### config.mk
export PLATFORM = sky130hd
export DESIGN_NAME = led_pattern_gen_flat
export DESIGN_NICKNAME = d
export VERILOG_FILES = /design/src/rtl/led_pkg.sv /design/src/rtl/led_pattern_gen_if.sv /design/src/rtl/led_prescaler.sv /design/src/rtl/led_pattern_gen.sv /design/src/flat_wrapper.sv
export SDC_FILE = /design/constraint.sdc
export NUM_CORES = 1
export LEC_CHECK = 0
export ABC_AREA = 1
export CORE_ASPECT_RATIO = 1.1
export CORE_MARGIN = 2
export CORE_UTILIZATION = 35
export CTS_CLUSTER_SIZE = 40
export DETAILED_ROUTE_END_ITERATION = 10
export PLACE_DENSITY_LB_ADDON = 0.25
export SLEW_MARGIN = 20
export SYNTH_ARGS = -nofsm -noshare
export SYNTH_HDL_FRONTEND = slang
export SYNTH_SLANG_ARGS = --single-unit
### constraint.sdc
create_clock -name clk -period 1.9 [get_ports clk]
set_input_delay 0.57 -clock clk [delete_from_list [all_inputs] [get_ports clk]]
set_output_delay 0.57 -clock clk [all_outputs]
set_load 0.05 [all_outputs]
### src/rtl/led_pkg.sv
// Shared encodings, seeds and defaults for the LED pattern generator.
package led_pkg;

    typedef enum logic [1:0] {
        MODE_ROT    = 2'b00,
        MODE_BOUNCE = 2'b01,
        MODE_COUNT  = 2'b10,
        MODE_BLINK  = 2'b11
    } led_mode_e;

    typedef enum logic {
        DIR_LEFT  = 1'b0,
        DIR_RIGHT = 1'b1
    } led_dir_e;

    localparam logic [15:0] SEED_ROT    = 16'h0001;
    localparam logic [15:0] SEED_BOUNCE = 16'h0001;
    localparam logic [15:0] SEED_COUNT  = 16'h0000;
    localparam logic [15:0] SEED_BLINK  = 16'h00FF;

    localparam int unsigned LED_DIV_W_DEFAULT    = 24;
    localparam logic [23:0] LED_BASE_DIV_DEFAULT = 24'd12_500_000;

    // Observable pattern-engine state, exported for checkers and debug.
    typedef struct packed {
        led_mode_e   mode;
        led_dir_e    dir;
        logic [15:0] led;
    } led_dbg_t;

    function automatic logic [15:0] mode_seed(input led_mode_e m);
        logic [15:0] seed;
        case (m)
            MODE_ROT:    seed = SEED_ROT;
            MODE_BOUNCE: seed = SEED_BOUNCE;
            MODE_COUNT:  seed = SEED_COUNT;
            MODE_BLINK:  seed = SEED_BLINK;
            default:     seed = SEED_ROT;
        endcase
        return seed;
    endfunction

endpackage

### src/rtl/led_pattern_gen_if.sv
// Control/status bundle of the LED pattern generator; the master drives controls,
// the slave (the generator) returns the pattern. dim_duty exists only with LED_PWM_DIM_EN.
interface led_pattern_gen_if;

    // No handshake: load is a one-cycle strobe sampled on every rising edge,
    // the other controls are levels, and led_word/step_tick are always valid.
    logic [1:0]  mode;
    logic [2:0]  speed;
    logic        pause;
    logic        load;
    logic [15:0] load_value;
    logic [15:0] led_word;
    logic        step_tick;
`ifdef LED_PWM_DIM_EN
    logic [3:0]  dim_duty;

    modport master (
        output mode, speed, pause, load, load_value, dim_duty,
        input  led_word, step_tick
    );

    modport slave (
        input  mode, speed, pause, load, load_value, dim_duty,
        output led_word, step_tick
    );
`else
    modport master (
        output mode, speed, pause, load, load_value,
        input  led_word, step_tick
    );

    modport slave (
        input  mode, speed, pause, load, load_value,
        output led_word, step_tick
    );
`endif

endinterface

### src/rtl/led_prescaler.sv
// Programmable step-rate divider: tick once every max(BASE_DIV >> speed, 1) unpaused cycles.
module led_prescaler
    import led_pkg::*;
#(
    parameter int unsigned      DIV_W    = LED_DIV_W_DEFAULT,
    parameter logic [DIV_W-1:0] BASE_DIV = DIV_W'(LED_BASE_DIV_DEFAULT)
) (
    input  logic       clk,
    input  logic       rst_n,
    input  logic [2:0] speed_i,
    input  logic       pause_i,
    input  logic       clear_i,
    output logic       tick_o
);

    logic [DIV_W-1:0] div_cnt_q;
    logic [DIV_W-1:0] div_cnt_d;
    logic [DIV_W-1:0] period;
    logic [DIV_W-1:0] last_cnt;
    logic             wrap;

    // A zero period (large shift) is treated as one cycle per step.
    always_comb begin
        period   = BASE_DIV >> speed_i;
        last_cnt = (period == '0) ? '0 : period - DIV_W'(1);
    end

    // >= rather than == so that a speed increase past the current count
    // wraps on the very next cycle instead of running around the counter.
    assign wrap   = (div_cnt_q >= last_cnt);
    assign tick_o = !pause_i && wrap;

    always_comb begin
        div_cnt_d = div_cnt_q;
        if (clear_i) begin
            div_cnt_d = '0;
        end else if (!pause_i) begin
            div_cnt_d = wrap ? '0 : div_cnt_q + DIV_W'(1);
        end
    end

    always_ff @(posedge clk or negedge rst_n) begin
        if (!rst_n) begin
            div_cnt_q <= '0;
        end else begin
            div_cnt_q <= div_cnt_d;
        end
    end

endmodule

### src/rtl/led_pattern_gen.sv
// 16-bit LED pattern source (rotate, bounce, count, blink) with load and pause.
// Optional LED_PWM_DIM_EN adds a 4-bit PWM dimmer driven by dim_duty.
module led_pattern_gen
    import led_pkg::*;
#(
    parameter int unsigned      DIV_W    = LED_DIV_W_DEFAULT,
    parameter logic [DIV_W-1:0] BASE_DIV = DIV_W'(LED_BASE_DIV_DEFAULT)
) (
    input  logic               clk,
    input  logic               rst_n,
    led_pattern_gen_if.slave   bus,
    output led_dbg_t           dbg_o
);

    led_mode_e   mode_q;
    led_dir_e    dir_q;
    logic [15:0] led_q;
    logic        step_tick_q;

    led_mode_e   mode_in;
    logic        mode_chg;
    logic        clear;
    logic        tick;
    logic [15:0] step_led_d;
    led_dir_e    step_dir_d;

    assign mode_in  = led_mode_e'(bus.mode);
    assign mode_chg = (mode_in != mode_q);
    assign clear    = bus.load || mode_chg;

    led_prescaler #(
        .DIV_W    (DIV_W),
        .BASE_DIV (BASE_DIV)
    ) u_prescaler (
        .clk     (clk),
        .rst_n   (rst_n),
        .speed_i (bus.speed),
        .pause_i (bus.pause),
        .clear_i (clear),
        .tick_o  (tick)
    );

    // Next pattern for one step of the current mode.
    always_comb begin
        step_led_d = led_q;
        step_dir_d = dir_q;
        case (mode_q)
            MODE_ROT: begin
                step_led_d = {led_q[14:0], led_q[15]};
            end
            MODE_BOUNCE: begin
                // Reverse and step inward in the same cycle, so an edge bit
                // is shown once and never falls off.
                if (dir_q == DIR_LEFT) begin
                    if (led_q[15]) begin
                        step_dir_d = DIR_RIGHT;
                        step_led_d = led_q >> 1;
                    end else begin
                        step_led_d = led_q << 1;
                    end
                end else begin
                    if (led_q[0]) begin
                        step_dir_d = DIR_LEFT;
                        step_led_d = led_q << 1;
                    end else begin
                        step_led_d = led_q >> 1;
                    end
                end
            end
            MODE_COUNT: begin
                step_led_d = led_q + 16'd1;
            end
            MODE_BLINK: begin
                step_led_d = ~led_q;
            end
            default: begin
                step_led_d = led_q;
            end
        endcase
    end

    // Pattern engine: load beats mode change beats pause/tick.
    always_ff @(posedge clk or negedge rst_n) begin
        if (!rst_n) begin
            mode_q      <= MODE_ROT;
            dir_q       <= DIR_LEFT;
            led_q       <= SEED_ROT;
            step_tick_q <= 1'b0;
        end else begin
            step_tick_q <= 1'b0;
            if (bus.load) begin
                led_q <= bus.load_value;
            end else if (mode_chg) begin
                mode_q <= mode_in;
                dir_q  <= DIR_LEFT;
                led_q  <= mode_seed(mode_in);
            end else if (tick) begin
                led_q       <= step_led_d;
                dir_q       <= step_dir_d;
                step_tick_q <= 1'b1;
            end
        end
    end

`ifdef LED_PWM_DIM_EN
    logic [3:0] pwm_cnt_q;
    logic       pwm_on_q;

    // The duty compare is registered so dim_duty never reaches led_word combinationally.
    always_ff @(posedge clk or negedge rst_n) begin
        if (!rst_n) begin
            pwm_cnt_q <= 4'd0;
            pwm_on_q  <= 1'b0;
        end else begin
            pwm_cnt_q <= pwm_cnt_q + 4'd1;
            pwm_on_q  <= (pwm_cnt_q < bus.dim_duty);
        end
    end

    assign bus.led_word = led_q & {16{pwm_on_q}};
`else
    assign bus.led_word = led_q;
`endif

    assign bus.step_tick = step_tick_q;

    assign dbg_o.mode = mode_q;
    assign dbg_o.dir  = dir_q;
    assign dbg_o.led  = led_q;

endmodule
### src/flat_wrapper.sv
// flat-port wrapper written by rule: the top's interface ports become plain ports
module led_pattern_gen_flat import led_pkg::*;
#(
    parameter int unsigned      DIV_W    = LED_DIV_W_DEFAULT,
    parameter logic [DIV_W-1:0] BASE_DIV = DIV_W'(LED_BASE_DIV_DEFAULT)
)
  (clk, rst_n, dbg_o, bus_mode, bus_speed, bus_pause, bus_load, bus_load_value, bus_led_word, bus_step_tick);
  led_pattern_gen_if bus_i ();
  input  logic clk;
  input  logic rst_n;
  output led_dbg_t dbg_o;
  input wire logic [$bits(bus_i.mode)-1:0] bus_mode;
  input wire logic [$bits(bus_i.speed)-1:0] bus_speed;
  input wire logic [$bits(bus_i.pause)-1:0] bus_pause;
  input wire logic [$bits(bus_i.load)-1:0] bus_load;
  input wire logic [$bits(bus_i.load_value)-1:0] bus_load_value;
  output wire logic [$bits(bus_i.led_word)-1:0] bus_led_word;
  output wire logic [$bits(bus_i.step_tick)-1:0] bus_step_tick;
  assign bus_i.mode = bus_mode;
  assign bus_i.speed = bus_speed;
  assign bus_i.pause = bus_pause;
  assign bus_i.load = bus_load;
  assign bus_i.load_value = bus_load_value;
  assign bus_led_word = bus_i.led_word;
  assign bus_step_tick = bus_i.step_tick;
  led_pattern_gen #(.DIV_W(DIV_W), .BASE_DIV(BASE_DIV)) u_core (.clk(clk), .rst_n(rst_n), .bus(bus_i), .dbg_o(dbg_o));
endmodule
## Yosys cells after proc, flatten, opt, wreduce, memory -nomap -nowiden

Cells that the tools add are included.
Widths: inputs -> output; s select.

- Flip-flop bits (word level): 44
- Input bits: 25
- Output and inout port bits: 36
- Logic and storage cells: 53

- Muxes and demuxes: 21
- Magnitude comparators: 1
- Shift operators: 1
- Add/subtract/negate cells: 3
- Bitwise operators: 2
- Reduce and logical (&&, ||, !) cells: 12
- Eq/ne operators: 8

Operator list:

| cell | count |
|---|---|
| $mux 16 | 6 |
| $mux 24 | 4 |
| $pmux 16 s4 | 1 |
| $pmux 16 s3 | 1 |
| $add 24x1->24 const B | 1 |
| $ge 24x24->1 | 1 |
| $logic_not 24->1 | 1 |
| $shr 24x3->24 const A | 1 |
| $sub 24x1->24 const B | 1 |
| $add 16x1->16 const B | 1 |
| $not 16->16 | 1 |
| $mux 1 | 9 |
| $eq 2x2->1 const B | 4 |
| $eq 2x1->1 const B | 2 |
| $logic_not 2->1 | 2 |
| $reduce_bool 2->1 | 2 |
| $reduce_and 3->1 | 1 |
| $reduce_bool 3->1 | 1 |
| $ne 2x1->1 const B | 1 |
| $ne 2x2->1 | 1 |
| $reduce_and 2->1 | 1 |
| $reduce_or 2->1 | 1 |
| $logic_and 1x1->1 | 1 |
| $logic_not 1->1 | 1 |
| other kinds (2) | 2 |

## Longest topological paths before layout

- Depth after elaboration: 8
- Mapped depth: 21
- Mapped depth without buffers: 19

## By module

A second synthesis with hierarchy kept.

- Cells, all modules: 725
- Area, all modules: 4413.0 sq um

By module, submodules not included:

| module | cells an instance | sequential area each (sq um) | area an instance (sq um) | instances |
|---|---|---|---|---|
| led_prescaler | 405 | 600.6 | 2441.1 | 1 |
| led_pattern_gen | 320 | 501.7 | 1971.9 | 1 |

## Worst setup path after synthesis

Ideal clock, no wire load.

- Path kind: input to register
- From: input port bus_speed[2]
- To: register u_core.led_q[8] (netlist: u_core.bus.led_word[8])
- Cell stages on the path: 17
- Path buffers: 2
- Setup slack: -0.750 ns
- Setup time: 0.118 ns
- Data required time: 1.782 ns
- Data arrival time: 2.532 ns
- Path through: clkbuf_1 > inv_1 > nor2_1 > nor2_1 > inv_1 > nor2_1 > ha_1 > a21o_1 > nor2_1 > nand2_1 > a21oi_1 > nand3_2 > nand2_4 > inv_4 > buf_6 > nand2_1 > nand2_1

- Word-level cells in the longest chain between the ends: 6
- Elaborated cells on any way between the ends: 7
- Those cells by class: add/sub (1); order compare (1); shift (1); mux (1); reduce/logical (3)

RTL lines:

| item | RTL line | RTL |
|---|---|---|
| start: declaration | flat_wrapper.sv:13 | `input wire logic [$bits(bus_i.speed)-1:0] bus_speed;` |
| $shr 24x3->24 (*) | led_prescaler.sv:24 | `period = BASE_DIV >> speed_i;` |
| $sub 24x1->24 or $logic_not 24->1 (tied branches) | led_prescaler.sv:25 | `last_cnt = (period == '0) ? '0 : period - DIV_W'(1);` |
| $mux 24 (*) | led_prescaler.sv:25 |  |
| $ge 24x24->1 (*) | led_prescaler.sv:30 | `assign wrap = (div_cnt_q >= last_cnt);` |
| $logic_and 1x1->1 (*) | led_prescaler.sv:31 | `assign tick_o = !pause_i && wrap;` |
| $reduce_bool 3->1 (no line) (*) | n/a |  |
| end signal: assignment | led_pattern_gen.sv:92 | `led_q <= bus.load_value;` |
| end signal: assignment | led_pattern_gen.sv:96 | `led_q <= mode_seed(mode_in);` |
| end signal: assignment | led_pattern_gen.sv:98 | `led_q <= step_led_d;` |
| end: declaration | led_pattern_gen.sv:17 | `logic [15:0] led_q;` |

Mark *: on every way between the ends. The rest lies on a longest branch, timed or not.
A chain may end at the register's enable or synchronous reset.

## Worst setup path after layout

- From: input port bus_speed[1]
- To: register u_core.led_q[15] (netlist: u_core.bus.led_word[15])

The elaborated chain is that of the path after synthesis.

==> summary.txt <==
Timing
  • Setup WS post-layout: -446.0 ps
  • Worst Skew: 10.13 ps
  • FMAX: ~430 MHz
  • # setup viols final: 42
  • Max-Slew Margin vs Limit: between 60% and 70%
  • Final hold slack: 215.3 ps
  • Tightest Pin Transition: just under 500 ps
  • Final Max Tran Viols: 0
  • Unrepaired setup endpoints after global routing: yes
  • Period utilisation layout: 123.5%
  • Final Hold Viols: 0
  • Post-layout min period: between 2000 and 2500 ps

Routing
  • # DRC: 0
  • DRT Pass-1 Iters: 5
  • Vias per cell: between 5 and 6
  • Final WL: between 15 and 20 mm
  • Vias: 5,031
  • Post-DRT Antenna Nets: 0
  • Iteration-0 DRC Markers: 232
  • WL/cell: 15.90 um

GRT
  • First-pass GRT wire length: about 24 mm
  • GRT Resource Usage Total: a little under a quarter
  • Vias in the first global route: roughly 5,200
  • Remaining Overflow, GRT: 0
  • Largest net degree at the start of global routing: 29
  • Initial antenna violation count: 0

Power
  • PnR Total Power: approximately 4.3 mW
  • Sw Ratio: between 30% and 40%
  • Clk pwr share: 23.1%
  • Net switching power: between 1.5 and 2 mW
  • Flop pwr share: around a quarter
  • Combinational cell fraction of total power: 50.9%
  • Lkg Pwr: ~3.2 nW
  • Int Pwr: 2.602 mW
  • VDD IR max: around 0.00048 V
  • PD cells: ~650 nW/um^2

Worst setup path
  • Worst Path Max Fanout: 5
  • WP data arrival: 2530 ps
  • Crit. End Element: register
  • Worst setup SP type: input pin
  • R2r startpoint: u_core.u_prescaler.div_cnt_q[10]$_DFFE_PN0P_
  • WP data required: between 2000 and 2500 ps
  • Setup CP Type: in -> reg
  • Crit. Startpoint: bus_speed[1]

Finish
  • Post-layout instance area: between 6000 and 7000 um^2
  • Fill cell count: 1,105
  • Nets: about 860
  • Antenna diodes: 0
  • Area grow syn2layout: 55.72%
  • Layout cells sized above 1: between 30 and 40%

Logic synthesis
  • Synthesized area: 4295 um^2
  • Top-count cell post-synth: nand2_1
  • Top_reg_cell synth: dfrtp_1
  • Top post-synthesis cells by area: dfrtp_1 (25%), nand2_1 (19%), ha_1 (7.9%), nor2_1 (7.8%), inv_1 (6.0%)
  • Syn Nets: approximately 730
  • Number of synthesized flops with an enable pin: 0
  • Top cell type by total area after synthesis: dfrtp_1
  • Post-synth top area share: about a quarter
  • Unique masters post-synth: 37
  • Syn Inst Count: between 600 and 700
  • Register bit count reported by yosys: 44
  • Top post-synthesis cells by count: nand2_1 (222), nor2_1 (89), inv_1 (69)
  • Synth warn: 0
  • Syn_area_per_cell: 6.317 um^2
  • Seq/Total Area, Yosys: between 20% and 30%
  • FFs w/ async S/R, synth: 100.0%

Clock network
  • Clock Path Buffers: 2
  • Root Buffer: clkbuf_16
  • Worst-path clk slew: approximately 70 ps
  • Cts bufs inserted: 5
  • Worst skew pair latency: just under 300 ps
  • Clock sinks: 44
  • CTS tree: built
  • Hold buffer count at cts: 0
  • Htree depth: 2

Die
  • I/O pins: a little over 60
  • # rows: 42
  • Die area: between 10,000 and 15,000 um^2
  • Core Region: about 12,000 um^2
  • Initial Util: between 30% and 40%
  • Die Width: between 100 and 150 um
  • Die Height: 120.2 um

Placement
  • RePlAce Congestion: approximately 0.9
  • Hpwl dp: roughly 11 mm
  • Port Buffer Count: 60
  • Cell area after placement: 5874 um^2

Run status
  • Failing checks: negative setup slack
  • Outcome: finished with violations

Hold path
  • Hold Crit Class: in -> async

Job
  • Number of max-cap violations: 0
per-stage QoR:
step	worst slack (ps)	std cells	util [%]	setup TNS [ps]
after floorplan	-454.2	680	-	-15690
after global placement	-1107	938	49.03	-43180
after detailed placement	-1180	938	49.03	-46740
after CTS	-493.3	964	54.12	-18000
after global routing	-571.3	965	55.83	-20030
final	-446.0	965	55.83	-15270
cell type report:
type | count | area (um^2) | area share (%)
clock buffers | 7 | 132.6 | 1.983
inverters | 73 | 296.5 | 4.433
well taps | 154 | 192.7 | 2.881
clock inverters | 1 | 30.03 | 0.4489
multi-input cells | 527 | 3079 | 46.03
repair buffers | 159 | 1856 | 27.74
flip-flops and latches | 44 | 1102 | 16.48
per-layer routing:
layer,share of wire [%],vias up,GRT usage (%),routed length [um]
li1,-,2437,-,-
met1,38,2341,25.69,5795
met2,53,192,43.02,8115
met3,5.2,61,3.235,801
met4,4.1,0,11.39,631
met5,0,-,0,0
flip-flops by register name (all words and copies together), names as in the netlist:
register	flops
u_core.mode_q	2
u_core.dir_q	1
u_core.bus.led_word	16
u_core.bus.step_tick	1
u_core.u_prescaler.div_cnt_q	24
critical path, cell delays in order:
cell and delay, ps:
buf_6 120, inv_4 80, nor2_4 40, nor2_4 140, inv_4 70, nor2_4 120
ha_4 210, a21o_1 190, nor2_2 110, nand2_2 70, a21oi_4 180, nand3_4 110
nand2_4 120, inv_8 40, buf_6 110, buf_6 130, nand2_2 60, nand2_1 40
kinds of logic (layout without fill, tap and decap cells):
kind of cell               count (synthesis)  after routing  synth area share (%)
DFF                                       44             44                 25.66
AOI/OAI and AO/OA                         87             87                 10.78
and+or+nand+nor                          398            398                 39.30
adders and majority gates                 27             27                 7.865
buffers and inverters                    109            240                 12.47
xor gates and xnor gates                  15             15                 3.932
what timing repair did:
item	4_1_cts	5_1_grt
pin swaps	30	22
buffers inserted	14	4
gates resized for setup	90	64
cloned	4	0
setup endpoints to repair	42	42
power groups by stage:
stage,logic (mW),clock network (mW),registers [mW]
final,2.21,1.00,1.12
after CTS,2.16,1.03,1.12
after global placement,1.96,0,1.14
after global routing,2.34,1.05,1.13
after detailed placement,1.98,0,1.14
after floorplan,0.857,0,1.34
final timing paths:
path                                                           endpoint  slack (ps)  cells after the start
max                                 u_core.bus.led_word[15]$_DFFE_PN0P_        -450                     18
min                                 u_core.bus.led_word[13]$_DFFE_PN0P_         220                      1
max reg2reg                         u_core.bus.led_word[15]$_DFFE_PN0P_        -140                     15
min reg2reg                 u_core.u_prescaler.div_cnt_q[1]$_DFFE_PN0P_         590                      2
max in group asynchronous  u_core.u_prescaler.div_cnt_q[13]$_DFFE_PN0P_        1180                      2
min in group clk            u_core.u_prescaler.div_cnt_q[1]$_DFFE_PN0P_         590                      2
placed cells by master, fill, tap and decap left out, drive strengths merged, types with 3 or more instances in the layout:
| cell | netlist | layout |
|---|---|---|
| a21oi | 29 | 29 |
| buf | 30 | 139 |
| clkbuf | 6 | 7 |
| clkdlybuf4s50 | 0 | 20 |
| dfrtp | 43 | 43 |
| ha | 27 | 27 |
| inv | 73 | 73 |
| nand2 | 224 | 224 |
| nand3 | 48 | 48 |
| nand4 | 20 | 20 |
| nor2 | 93 | 93 |
| nor3 | 10 | 10 |
| o211ai | 4 | 4 |
| o21ai | 48 | 48 |
| xnor2 | 3 | 3 |
| xor2 | 12 | 12 |
Power figures use the tool's default switching activity.
